$ cat config.mk
export PLATFORM = sky130hd
export DESIGN_NAME = basys3_input_cond
export DESIGN_NICKNAME = d
export VERILOG_FILES = /design/src/rtl/basys3_input_cond_pkg.sv /design/src/rtl/IBUF.sv /design/src/rtl/input_debounce_ch.sv /design/src/rtl/basys3_input_cond.sv
export SDC_FILE = /design/constraint.sdc
export NUM_CORES = 1
export LEC_CHECK = 0
export CELL_PAD_IN_SITES_DETAIL_PLACEMENT = 1
export CELL_PAD_IN_SITES_GLOBAL_PLACEMENT = 1
export CORE_ASPECT_RATIO = 0.5
export CORE_MARGIN = 1.5
export CORE_UTILIZATION = 38
export CTS_BUF_LIST = sky130_fd_sc_hd__clkbuf_8
export CTS_CLUSTER_SIZE = 25
export DETAILED_ROUTE_END_ITERATION = 7
export PLACE_DENSITY_LB_ADDON = 0.12
export SLEW_MARGIN = 20
export SYNTH_ARGS = -nofsm -noshare
export SYNTH_HDL_FRONTEND = slang
export SYNTH_SLANG_ARGS = --single-unit
$ cat constraint.sdc
create_clock -name clk_ext -period 2.1 [get_ports clk_ext]
set_input_delay 0.42 -clock clk_ext [delete_from_list [all_inputs] [get_ports clk_ext]]
set_output_delay 0.42 -clock clk_ext [all_outputs]
set_load 0.02 [all_outputs]
$ cat src/rtl/basys3_input_cond_pkg.sv
// Shared constants and types for the Basys3 input conditioning front end.
package basys3_input_cond_pkg;

  localparam int unsigned CLK_EXT_FREQ_HZ = 100_000_000;
  localparam int unsigned DEBOUNCE_MS     = 10;
  localparam int unsigned BTN_COUNT       = 5;
  localparam int unsigned SW_COUNT        = 16;

  typedef enum logic {StInit, StRun} cond_state_e;

  function automatic int unsigned ms_to_cycles(int unsigned freq_hz, int unsigned ms);
    return (freq_hz / 1000) * ms;
  endfunction

endpackage

$ cat src/rtl/IBUF.sv
// Behavioural stand-in for the Xilinx pad input buffer; the vendor primitive replaces it in
// implementation.
module IBUF (
  output logic O,
  input  logic I
);

  assign O = I;

endmodule

$ cat src/rtl/input_debounce_ch.sv
// One input channel: synchroniser, stable-count debouncer and registered edge pulses.
module input_debounce_ch #(
  parameter int unsigned SYNC_STAGES     = 2,
  parameter int unsigned DEBOUNCE_CYCLES = 1000000,
  parameter int unsigned CNT_W           = $clog2(DEBOUNCE_CYCLES + SYNC_STAGES)
) (
  input  logic clk_ext,
  input  logic rst,
  input  logic run,
  input  logic pad,
  output logic level,
  output logic rise,
  output logic fall
);

  localparam logic [CNT_W-1:0] CntLast = CNT_W'(DEBOUNCE_CYCLES - 1);

  (* ASYNC_REG = "TRUE" *) logic [SYNC_STAGES-1:0] sync_q;

  logic             sync_out;
  logic [CNT_W-1:0] cnt_q, cnt_d;
  logic             level_d, rise_d, fall_d;

  assign sync_out = sync_q[SYNC_STAGES-1];

  always_ff @(posedge clk_ext) begin
    if (rst) begin
      sync_q <= '0;
    end else begin
      sync_q <= {sync_q[SYNC_STAGES-2:0], pad};
    end
  end

  // Before run, the level simply tracks the synchroniser so start-up emits no pulses.
  always_comb begin
    cnt_d   = '0;
    level_d = level;
    rise_d  = 1'b0;
    fall_d  = 1'b0;
    if (!run) begin
      level_d = sync_out;
    end else if (sync_out != level) begin
      if (cnt_q == CntLast) begin
        level_d = sync_out;
        rise_d  = sync_out;
        fall_d  = ~sync_out;
      end else begin
        cnt_d = cnt_q + 1'b1;
      end
    end
  end

  always_ff @(posedge clk_ext) begin
    if (rst) begin
      cnt_q <= '0;
      level <= 1'b0;
      rise  <= 1'b0;
      fall  <= 1'b0;
    end else begin
      cnt_q <= cnt_d;
      level <= level_d;
      rise  <= rise_d;
      fall  <= fall_d;
    end
  end

endmodule

$ cat src/rtl/basys3_input_cond.sv
// Basys3 button/switch front end: pad buffers, per-channel debouncers and the start-up
// sequencer that preloads debounced levels before edge reporting is enabled.
module basys3_input_cond
  import basys3_input_cond_pkg::*;
#(
  parameter int unsigned NUM_CH          = BTN_COUNT,
  parameter int unsigned SYNC_STAGES     = 2,
  parameter int unsigned DEBOUNCE_CYCLES = ms_to_cycles(CLK_EXT_FREQ_HZ, DEBOUNCE_MS)
) (
  input  logic              clk_ext,
  input  logic              rst,
  input  logic [NUM_CH-1:0] in_pad,
  output logic [NUM_CH-1:0] in_level,
  output logic [NUM_CH-1:0] in_rise,
  output logic [NUM_CH-1:0] in_fall,
  output logic              any_event,
  output logic              ready
);

  localparam int unsigned      CNT_W    = $clog2(DEBOUNCE_CYCLES + SYNC_STAGES);
  localparam logic [CNT_W-1:0] InitLast = CNT_W'(SYNC_STAGES + DEBOUNCE_CYCLES - 1);

  cond_state_e      state_q, state_d;
  logic [CNT_W-1:0] init_cnt_q, init_cnt_d;
  logic             ready_d;
  logic             run;
  logic [NUM_CH-1:0] pad_buf;

  always_comb begin
    state_d    = state_q;
    init_cnt_d = init_cnt_q;
    ready_d    = ready;
    unique case (state_q)
      StInit: begin
        if (init_cnt_q == InitLast) begin
          state_d = StRun;
          ready_d = 1'b1;
        end else begin
          init_cnt_d = init_cnt_q + 1'b1;
        end
      end
      StRun:   ready_d = 1'b1;
      default: state_d = StInit;
    endcase
  end

  always_ff @(posedge clk_ext) begin
    if (rst) begin
      state_q    <= StInit;
      init_cnt_q <= '0;
      ready      <= 1'b0;
    end else begin
      state_q    <= state_d;
      init_cnt_q <= init_cnt_d;
      ready      <= ready_d;
    end
  end

  assign run = (state_q == StRun);

  for (genvar i = 0; i < NUM_CH; i++) begin : g_ch
    IBUF u_ibuf (
      .O (pad_buf[i]),
      .I (in_pad[i])
    );

    input_debounce_ch #(
      .SYNC_STAGES     (SYNC_STAGES),
      .DEBOUNCE_CYCLES (DEBOUNCE_CYCLES),
      .CNT_W           (CNT_W)
    ) u_ch (
      .clk_ext (clk_ext),
      .rst     (rst),
      .run     (run),
      .pad     (pad_buf[i]),
      .level   (in_level[i]),
      .rise    (in_rise[i]),
      .fall    (in_fall[i])
    );
  end

  assign any_event = |(in_rise | in_fall);

endmodule

---- After elaboration in Yosys (flattened, before gate mapping) ----
Index checks and enable logic that the tools add are counted.
W data, S select, Z words.
storage, ports and cells
  flip-flop bits (word level) ............. 147
operators by class
  add/subtract/negate cells ............... 6
  equality and inequality tests ........... 22
  muxes and demuxes ....................... 19
  bitwise operators ....................... 18
  reduce and logical (&&, ||, !) cells .... 17
operators with widths
  kind                     number
  $add A20 B1 Y20 const B  6
  $eq A20 B20 Y1 const B   6
  $reduce_or A4 Y1         10
  $ne A2 B1 Y1 const B     10
  $mux W1                  18
  $not A1 Y1               17
  $reduce_and A2 Y1        6
  $ne A1 B1 Y1             5
  $or A5 B5 Y5             1
  $reduce_or A5 Y1         1
  $ne A2 B2 Y1 const B     1
  $pmux W1 S2              1

---- Longest topological paths before layout ----
Gate-level depths: netlist of the first run.
  depth in word-level cells ............... 4
  depth in mapped cells ................... 7
  mapped depth without buffers ............ 6

---- Hierarchy ----
From an unflattened synthesis of the first run, not the netlist that was laid out.
unflattened totals
  cell total of the unflattened synthesis .. 747
  area total of the unflattened synthesis .. 6900.4 um2
modules (own cells, without submodules)
  module                                 instances  cells each  area each (um2)
  input_debounce_ch at g_ch[0].u_ch ...  4          124         1157.4
  input_debounce_ch at g_ch[4].u_ch      1          121         1133.6
  basys3_input_cond                      1          125         1099.8
  IBUF                                   5          1           7.5

---- Worst setup path before layout of the first run ----
Ideal clock, no wire load.
  path kind ............................... register to register
  start ................................... register g_ch[3].u_ch.cnt_q[0]
  end ..................................... register g_ch[3].u_ch.cnt_q[18]
  library setup time ...................... 0.070 ns
  data arrival time ....................... 1.932 ns
  required time ........................... 2.030 ns
  setup slack ............................. 0.097 ns
  stages on the path, launching flop included .. 7
  clock period less this slack ............ 2.003 ns
  path through ............................ dfxtp_1 ha_1 nand4_1 or4_1 buf_2 or4_1 a21oi_1
between the ends
  longest elaborated chain between the ends .. 2
ends and longest elaborated chain
  what                                                                     line                     source
  start: declaration                                                       input_debounce_ch.sv:21  logic [CNT_W-1:0] cnt_q, cnt_d;
  start signal: assignment                                                 input_debounce_ch.sv:60  cnt_q <= cnt_d;
  parallel branches: the longest is 2 deep, another holds $add A20 B1 Y20  -
Several ways; the timed one is not identified.
A chain may end at the register's enable or synchronous reset.

---- Worst setup path in the final report of the first run ----
  start ................................... register g_ch[3].u_ch.cnt_q[0]
  end ..................................... register g_ch[3].u_ch.cnt_q[16]
The elaborated chain is that of the path after synthesis.

==> out/summary.log, run 1 <==
INFO  layout         finalNetCount=777
INFO  synthesis      synthTopCellsByCount=dfxtp_1, nor2_1, a21oi_1
INFO  synthesis      postSynthNetCount=749
INFO  timing         worst_case_headroom_to_the_max_slew_limit=71.89%
INFO  global_route   grt_start_max_net_pins=44
INFO  synthesis      synth.most_common_cell=dfxtp_1
INFO  global_route   grt_pass1_vias=5159
INFO  layout         nFillCells=1949
INFO  drt            vias=5177
INFO  power          static-leakage-power=2.314nW
INFO  synthesis      synth_seq_area_share=45.28%
INFO  power          fin_total_pwr=0.005223W
INFO  floorplan      die-area=17940um2
INFO  clock_tree     h_tree_levels=4
INFO  placed_design  placement.io_buffers=23
INFO  synthesis      synth_compound_gate_area_share=8.144%
INFO  synthesis      synth_warnings=0
INFO  timing         max_slew.worst_pin.slew=0.4216ns
INFO  power          power_report.internal_total=0.004074W
INFO  clock_tree     clk_pin_slew_worst_paths=0.09ns
INFO  clock_tree     post_cts_buffers=0
INFO  synthesis      async_flop_share=0%
INFO  drt            postRouteAntennaNets=0
INFO  hold_path      hold-path-cell-count=3
INFO  timing         timing_hold_violations_final=0
INFO  floorplan      die_h=95.47um
INFO  drt            firstDrtPassIters=4
INFO  power          power_density=703.0nW/um2
INFO  synthesis      ys_top_cells_by_area=dfxtp_1, xor2_1, nor2_1
INFO  clock_tree     number_of_buffers_on_the_longest_clock_path=2
INFO  synthesis      postSynthRegisterBits=147
INFO  timing         fin_setup_tns=0ns
INFO  power          p_comb_share=1.4%
INFO  clock_tree     tritoncts.num_buffers=17
INFO  synthesis      synth_enable_flop_cells=0
INFO  power          share_of_power_burned_in_the_clock_network=44.8%
INFO  power          peakVddDrop=0.4099mV
INFO  timing         period_share=93.54%
INFO  timing         slew_viol_final=0
INFO  power          p_sw=0.001150W
INFO  timing         fin_skew=0.01429ns
INFO  clock_tree     tritoncts=built
INFO  global_route   wire_length_of_the_first_global_routing_pass=24570um
INFO  floorplan      initial_core_util=39.25%
INFO  drt            vias_per_cell=5.162
INFO  power          switching_share=22.01%
INFO  timing         period_minus_slack=1.964ns
INFO  timing         rsz0062_at_grt=false
INFO  drt            first_iter_violations=147
INFO  synthesis      synth-xor-area-share=9.569%
INFO  synthesis      netlist_instances=735
INFO  synthesis      synth_flop_cell=dfxtp_1
INFO  timing         fmaxAchievable=509.1MHz
INFO  floorplan      boundaryPins=24
INFO  global_route   global_route.usage.total=16.82%
INFO  layout         fin_util=44.87%
INFO  floorplan      core=16560um2
INFO  worst_setup_path criticalPathCategory=reg -> reg
INFO  worst_setup_path ff2ff_path_depth=6
INFO  clock_tree     clock-root-buffer=clkbuf_8
INFO  drt            wl_per_cell=14.09um
INFO  power          pwr-share-seq=53.9%
INFO  global_route   number_of_antenna_violations_at_the_first_check_in_global_routing=0
INFO  worst_setup_path worst_setup_path_end_kind=flop
INFO  worst_setup_path cp_max_fo=4
INFO  synthesis      synth_top_cell_area_share=45.28%
INFO  worst_setup_path cp_data_required_time=2.46ns
INFO  layout         share_of_layout_cells_above_drive_strength_1=9.021%
INFO  clock_tree     cts.sinks=147
INFO  synthesis      yosys.cell_types.count=44
INFO  clock_tree     cts_hold_buf=0
INFO  synthesis      fraction_of_the_mapped_netlist_area_in_simple_logic_gates=30.13%
INFO  synthesis      syn-mean-instance-area=8.842um2
INFO  global_route   grt_overflow_total=0
INFO  worst_setup_path timing.critical_path.from_type=flop
INFO  floorplan      placementRows=33
INFO  outcome        run_status=complete, no violations
INFO  floorplan      chipWidth=187.9um
INFO  clock_tree     insertion_delay=0.44ns
INFO  synthesis      synth_fa_ha_area_share=1.348%
INFO  synthesis      post_synthesis_mux_area_share=1.290%
INFO  synthesis      synth_top_cell_by_area=dfxtp_1
INFO  drt            route.final.wire_length=14140um
INFO  job            max-cap-violations=0
INFO  hold_path      worst_hold_path_type=in -> reg
INFO  placed_design  detailedPlacementHpwl=10000um
INFO  timing         setup_violations=0
INFO  drt            drc_errors=0
INFO  worst_setup_path arrival=2.33ns
INFO  synthesis      syn-cell-area=6499um2
INFO  layout         area_growth=14.32%
INFO  layout         antenna_cells=0
INFO  synthesis      synth_top_family_by_area=simple AND/OR/NAND/NOR gates
INFO  placed_design  place.gp.congestion=0.7563
## registers in the layout (all words and copies together) (netlist names)
register	flops
g_ch.u_ch.rise	5
g_ch.u_ch.sync_q	10
init_cnt_q	20
g_ch.u_ch.cnt_q	100
run	1
g_ch.u_ch.level	5
ready	1
g_ch.u_ch.fall	5
## worst max-delay path: stages (launching register included)
cell	delay, ns
dfxtp_1	0.34
ha_1	0.17
nand4_1	0.12
or4_4	0.58
buf_4	0.17
or3_1	0.34
a21oi_1	0.16
## power by group through the flow
| stage | Sequential, W | Clock [W] | Combinational, W |
|---|---|---|---|
| after floorplan | 0.00288 | 0 | 0.0000496 |
| after global placement | 0.00288 | 0 | 0.0000695 |
| after detailed placement | 0.00288 | 0 | 0.0000729 |
| after CTS | 0.00281 | 0.00242 | 0.0000730 |
| after global routing | 0.00282 | 0.00253 | 0.0000803 |
| final | 0.00281 | 0.00234 | 0.0000710 |
## per-layer routing
metal,track usage [%],vias to the layer above,routed length [um]
li1,-,2648,-
met1,21.27,2500,7107
met4,3.600,0,60
met2,29.20,23,6624
met3,4.343,6,345
met5,0,-,0
## cells in the final DEF (no fill, tap or decap), drive strengths merged, types with 7 or more instances in the layout
master and instances:
nor4b 10, and4 13, clkdlybuf4s50 21, or4 18, o31ai 17, and3 11
nor3 16, nand2b 15, dfxtp 147, nor2 94, nand2 40, xor2 41
a21oi 42, xnor2 30, nand4 31, inv 18, nand3 38, o21ai 25
nor4 10, or3 23, ha 7, buf 26, nor2b 12, clkbuf 21
## through the flow
stage,worst slack [ns],hold WS (ns),instance area (um2),std cells
finish,0.1356,0.4189,7430,1003
global route,0.02778,0.4416,7430,1003
CTS,0.01932,0.4031,7431,1003
detailed placement,0.1158,0.4300,7005,971
global placement,0.1808,0.4191,7005,971
floorplan,0.09736,0.4129,6499,735
## timing repair
action                     in CTS  in global routing
resized for setup               3                  2
setup endpoints to repair       1                  2
pin swaps                       0                  0
## path summary, 6_finish.rpt
| path | from | endpoint | slack (ns) |
|---|---|---|---|
| worst max register to register | g_ch[3].u_ch.cnt_q[0]$_SDFF_PP0_ | g_ch[3].u_ch.cnt_q[16]$_SDFF_PP0_ | 0.14 |
| worst min register to register | g_ch[4].u_ch.sync_q[0]$_SDFF_PP0_ | g_ch[4].u_ch.sync_q[1]$_SDFF_PP0_ | 0.44 |
| worst max-delay path | g_ch[3].u_ch.cnt_q[0]$_SDFF_PP0_ | g_ch[3].u_ch.cnt_q[16]$_SDFF_PP0_ | 0.14 |
| worst min-delay path | rst | g_ch[2].u_ch.level$_SDFFE_PP0P_ | 0.42 |
## area by class of cell
cell class | instances | area [um2] | area share, %
timing repair buffer | 49 | 427.9 | 5.760
clock buffer | 19 | 261.5 | 3.520
clock inverter | 13 | 157.7 | 2.122
tap | 227 | 284.0 | 3.823
sequential | 147 | 2943 | 39.61
multi-input combinational | 532 | 3296 | 44.36
inverter | 16 | 60.06 | 0.8084
## cell families (layout without fill, tap and decap cells)
family / Yosys count / count (layout)
AOI/OAI and AO/OA: 90 / 90
xor gates and xnor gates: 71 / 71
adders and majority gates: 7 / 7
buffers and inverters: 56 / 97
DFF: 147 / 147
muxes: 8 / 8
and+or+nand+nor: 356 / 356
Note: power is estimated with default switching activity, not from simulation.
==> inputs of run 2 (changes only) <==
HOLD_SLACK_MARGIN = 0.06   (was unset)
==> results of run 2 <==
Same layout as run 1: the final DEF is identical, and so are final timing and power.
==> inputs of run 3 (changes only) <==
CELL_PAD_IN_SITES_DETAIL_PLACEMENT = unset   (was 1)
CELL_PAD_IN_SITES_GLOBAL_PLACEMENT = unset   (was 1)
==> run 3 against run 2 <==
Against the previous run: core utilization is 0.14 points lower; combinational power is 2% lower; final area decreased by 0.30%; clock power rose by 3%; critical path depth did not move; maximum frequency is 1.8% lower.
==> out/summary.log, run 3 (synthesized netlist as in run 1, its figures left out) <==
INFO  timing         hold_ws=0.4008ns [-0.01810 ns]
INFO  clock_tree     clock-root-buffer=clkbuf_8
INFO  power          p_sw=0.001139W [-0.94%]
INFO  clock_tree     clk_pin_slew_worst_paths=0.09ns [about the same]
INFO  timing         timing_hold_violations_final=0 [unchanged]
INFO  drt            route.final.wire_length=12640um [-11%]
INFO  layout         share_of_layout_cells_above_drive_strength_1=8.290% [-0.73 points]
INFO  clock_tree     insertion_delay=0.44ns [about the same]
INFO  clock_tree     h_tree_levels=4 [unchanged]
INFO  worst_setup_path cp_max_fo=6 [+2]
INFO  clock_tree     cts.sinks=147 [unchanged]
INFO  layout         post_layout_nonfiller_instances=999 [-0.40%]
INFO  layout         ff_latch_area=2943um2 [unchanged]
INFO  placed_design  placement.io_buffers=23 [unchanged]
INFO  job            max-cap-violations=0 [unchanged]
INFO  global_route   grt_start_max_net_pins=44 [unchanged]
INFO  power          fin_total_pwr=0.005300W [+1.5%]
INFO  layout         antenna_cells=0 [unchanged]
INFO  timing         setup_violations=0 [unchanged]
INFO  worst_setup_path timing.critical_path.from_type=flop
INFO  placed_design  dpl.cell_count=968 [-0.31%]
INFO  power          p_comb_share=1.3% [about the same]
INFO  floorplan      chipWidth=187.9um [unchanged]
INFO  timing         slew_viol_final=0 [unchanged]
INFO  worst_setup_path arrival=2.37ns [+0.04 ns]
INFO  worst_setup_path criticalPathCategory=reg -> reg
INFO  layout         area_growth=13.98%
INFO  hold_path      worst_hold_path_type=in -> reg
INFO  power          power_density=715.5nW/um2 [+1.8%]
INFO  global_route   global_route.usage.total=15.10% [-1.7 points]
INFO  drt            wl_per_cell=12.65um [-10%]
INFO  drt            postRouteAntennaNets=0 [unchanged]
INFO  clock_tree     number_of_buffers_on_the_longest_clock_path=2 [unchanged]
INFO  placed_design  place.gp.congestion=0.7673 [+1.5%]
INFO  timing         fin_setup_tns=0ns [unchanged]
INFO  global_route   wire_length_of_the_first_global_routing_pass=21760um [-11%]
INFO  timing         fmaxAchievable=500.0MHz [-1.8%]
INFO  floorplan      initial_core_util=39.25% [unchanged]
INFO  layout         largest_register_ff_count=100 [unchanged]
INFO  clock_tree     cts_hold_buf=0 [unchanged]
INFO  timing         max_slew.worst_pin.slew=0.4245ns [+0.002903 ns]
INFO  drt            first_iter_violations=276 [+88%]
INFO  outcome        run_status=complete, no violations
INFO  drt            vias=5013 [-3.2%]
INFO  power          share_of_power_burned_in_the_clock_network=45.6% [+0.8 points]
INFO  floorplan      placementRows=33 [unchanged]
INFO  timing         worst_case_headroom_to_the_max_slew_limit=71.70% [-0.19 points]
INFO  layout         finalNetCount=774 [-0.39%]
INFO  worst_setup_path ff2ff_path_depth=6 [unchanged]
INFO  layout         final_common_cell=dfxtp_1
INFO  layout         finalInstanceArea=7407um2 [-0.30%]
INFO  floorplan      core=16560um2 [unchanged]
INFO  layout         top_registers=g_ch.u_ch.cnt_q x100, init_cnt_q x20, g_ch.u_ch.sync_q x10
INFO  placed_design  detailedPlacementHpwl=8781um [-12%]
INFO  timing         fin_skew=0.01893ns [+0.004637 ns]
INFO  drt            drc_errors=0 [unchanged]
INFO  clock_tree     tritoncts.num_buffers=17 [unchanged]
INFO  power          pwr-share-seq=53.1% [-0.8 points]
INFO  drt            vias_per_cell=5.018 [-2.8%]
INFO  timing         rsz0062_at_grt=false
INFO  floorplan      die-area=17940um2 [unchanged]
INFO  global_route   grt_pass1_vias=4644 [-10%]
INFO  hold_path      hold-path-cell-count=3 [unchanged]
INFO  layout         multi_input_area=3292um2 [-0.11%]
INFO  power          switching_share=21.49% [-0.52 points]
INFO  clock_tree     cts_repair_resize_count=2 [-1]
INFO  timing         period_share=95.23% [+1.7 points]
INFO  power          peakVddDrop=0.3855mV [-6.0%]
INFO  floorplan      die_h=95.47um [unchanged]
INFO  layout         registers.top_by_ff_count=g_ch.u_ch.cnt_q
INFO  worst_setup_path cp_data_required_time=2.47ns [about the same]
INFO  floorplan      boundaryPins=24 [unchanged]
INFO  clock_tree     tritoncts=built
INFO  power          static-leakage-power=2.300nW [-0.59%]
INFO  drt            firstDrtPassIters=4 [unchanged]
INFO  layout         layout_common_cells=dfxtp_1, nor2_1, a21oi_1
INFO  worst_setup_path worst_setup_path_end_kind=flop
INFO  global_route   grt_overflow_total=0 [unchanged]
INFO  placed_design  detailed_place.area=6970um2 [-0.50%]
INFO  layout         nFillCells=1642 [-16%]
INFO  power          power_report.internal_total=0.004161W [+2.1%]
INFO  timing         period_minus_slack=2.000ns [+0.03549 ns]
INFO  global_route   number_of_antenna_violations_at_the_first_check_in_global_routing=0 [unchanged]
INFO  clock_tree     post_cts_buffers=0 [unchanged]
## run 3: changes by cell type in the layout (fill, tap and decap cells not counted), sizes merged
cell	before	now
clkinv	5	4
clkbuf	21	18
clkinvlp	3	2
dlygate4sd2	0	1
bufinv	3	4
buf	26	24
inv	18	19
## run 3: power by group through the flow
stage / clock network [W] / logic [W] / registers, W
final: 0.00242 / 0.0000696 / 0.00281
after global placement: 0 / 0.0000685 / 0.00288
after floorplan: 0 / 0.0000496 / 0.00288
after detailed placement: 0 / 0.0000703 / 0.00288
after CTS: 0.00250 / 0.0000704 / 0.00281
after global routing: 0.00263 / 0.0000771 / 0.00282
## run 3: area by class of cell
cell class                 instances  area share (%)
clock inverter                    13           2.483
timing repair buffer              46           5.355
multi-input combinational        532           44.44
clock buffer                      18           3.345
tap                              227           3.834
inverter                          16          0.8108
sequential                       147           39.73
## run 3: critical path, stage by stage, from the launching register on
cell and delay, ns:
dfxtp_1 0.38, ha_1 0.18, nand4_1 0.12, or4_1 0.58
buf_4 0.18, or3_1 0.34, a21oi_1 0.15
## run 3: final timing paths
| check | start | end | slack [ns] |
|---|---|---|---|
| max | g_ch[3].u_ch.cnt_q[1]$_SDFF_PP0_ | g_ch[3].u_ch.cnt_q[16]$_SDFF_PP0_ | 0.10 |
| min | rst | g_ch[2].u_ch.level$_SDFFE_PP0P_ | 0.40 |
| max reg2reg | g_ch[3].u_ch.cnt_q[1]$_SDFF_PP0_ | g_ch[3].u_ch.cnt_q[16]$_SDFF_PP0_ | 0.10 |
| min reg2reg | g_ch[1].u_ch.cnt_q[0]$_SDFF_PP0_ | g_ch[1].u_ch.cnt_q[0]$_SDFF_PP0_ | 0.44 |
## run 3: through the flow
stage               util, %  worst slack, ns
global route          44.74         0.005123
CTS                   44.74          0.04657
finish                44.74           0.1001
floorplan                 -          0.09736
detailed placement    42.10           0.1203
global placement      42.10           0.1927
## run 3: metal layers
| layer | wire length [um] | global-route usage, % | share of wire, % | up-vias |
|---|---|---|---|---|
| li1 | - | - | - | 2640 |
| met1 | 6570 | 19.65 | 52 | 2324 |
| met2 | 5583 | 24.38 | 44 | 37 |
| met3 | 348 | 4.159 | 2.8 | 12 |
| met4 | 138 | 5.000 | 1.1 | 0 |
| met5 | 0 | 0 | 0 | - |
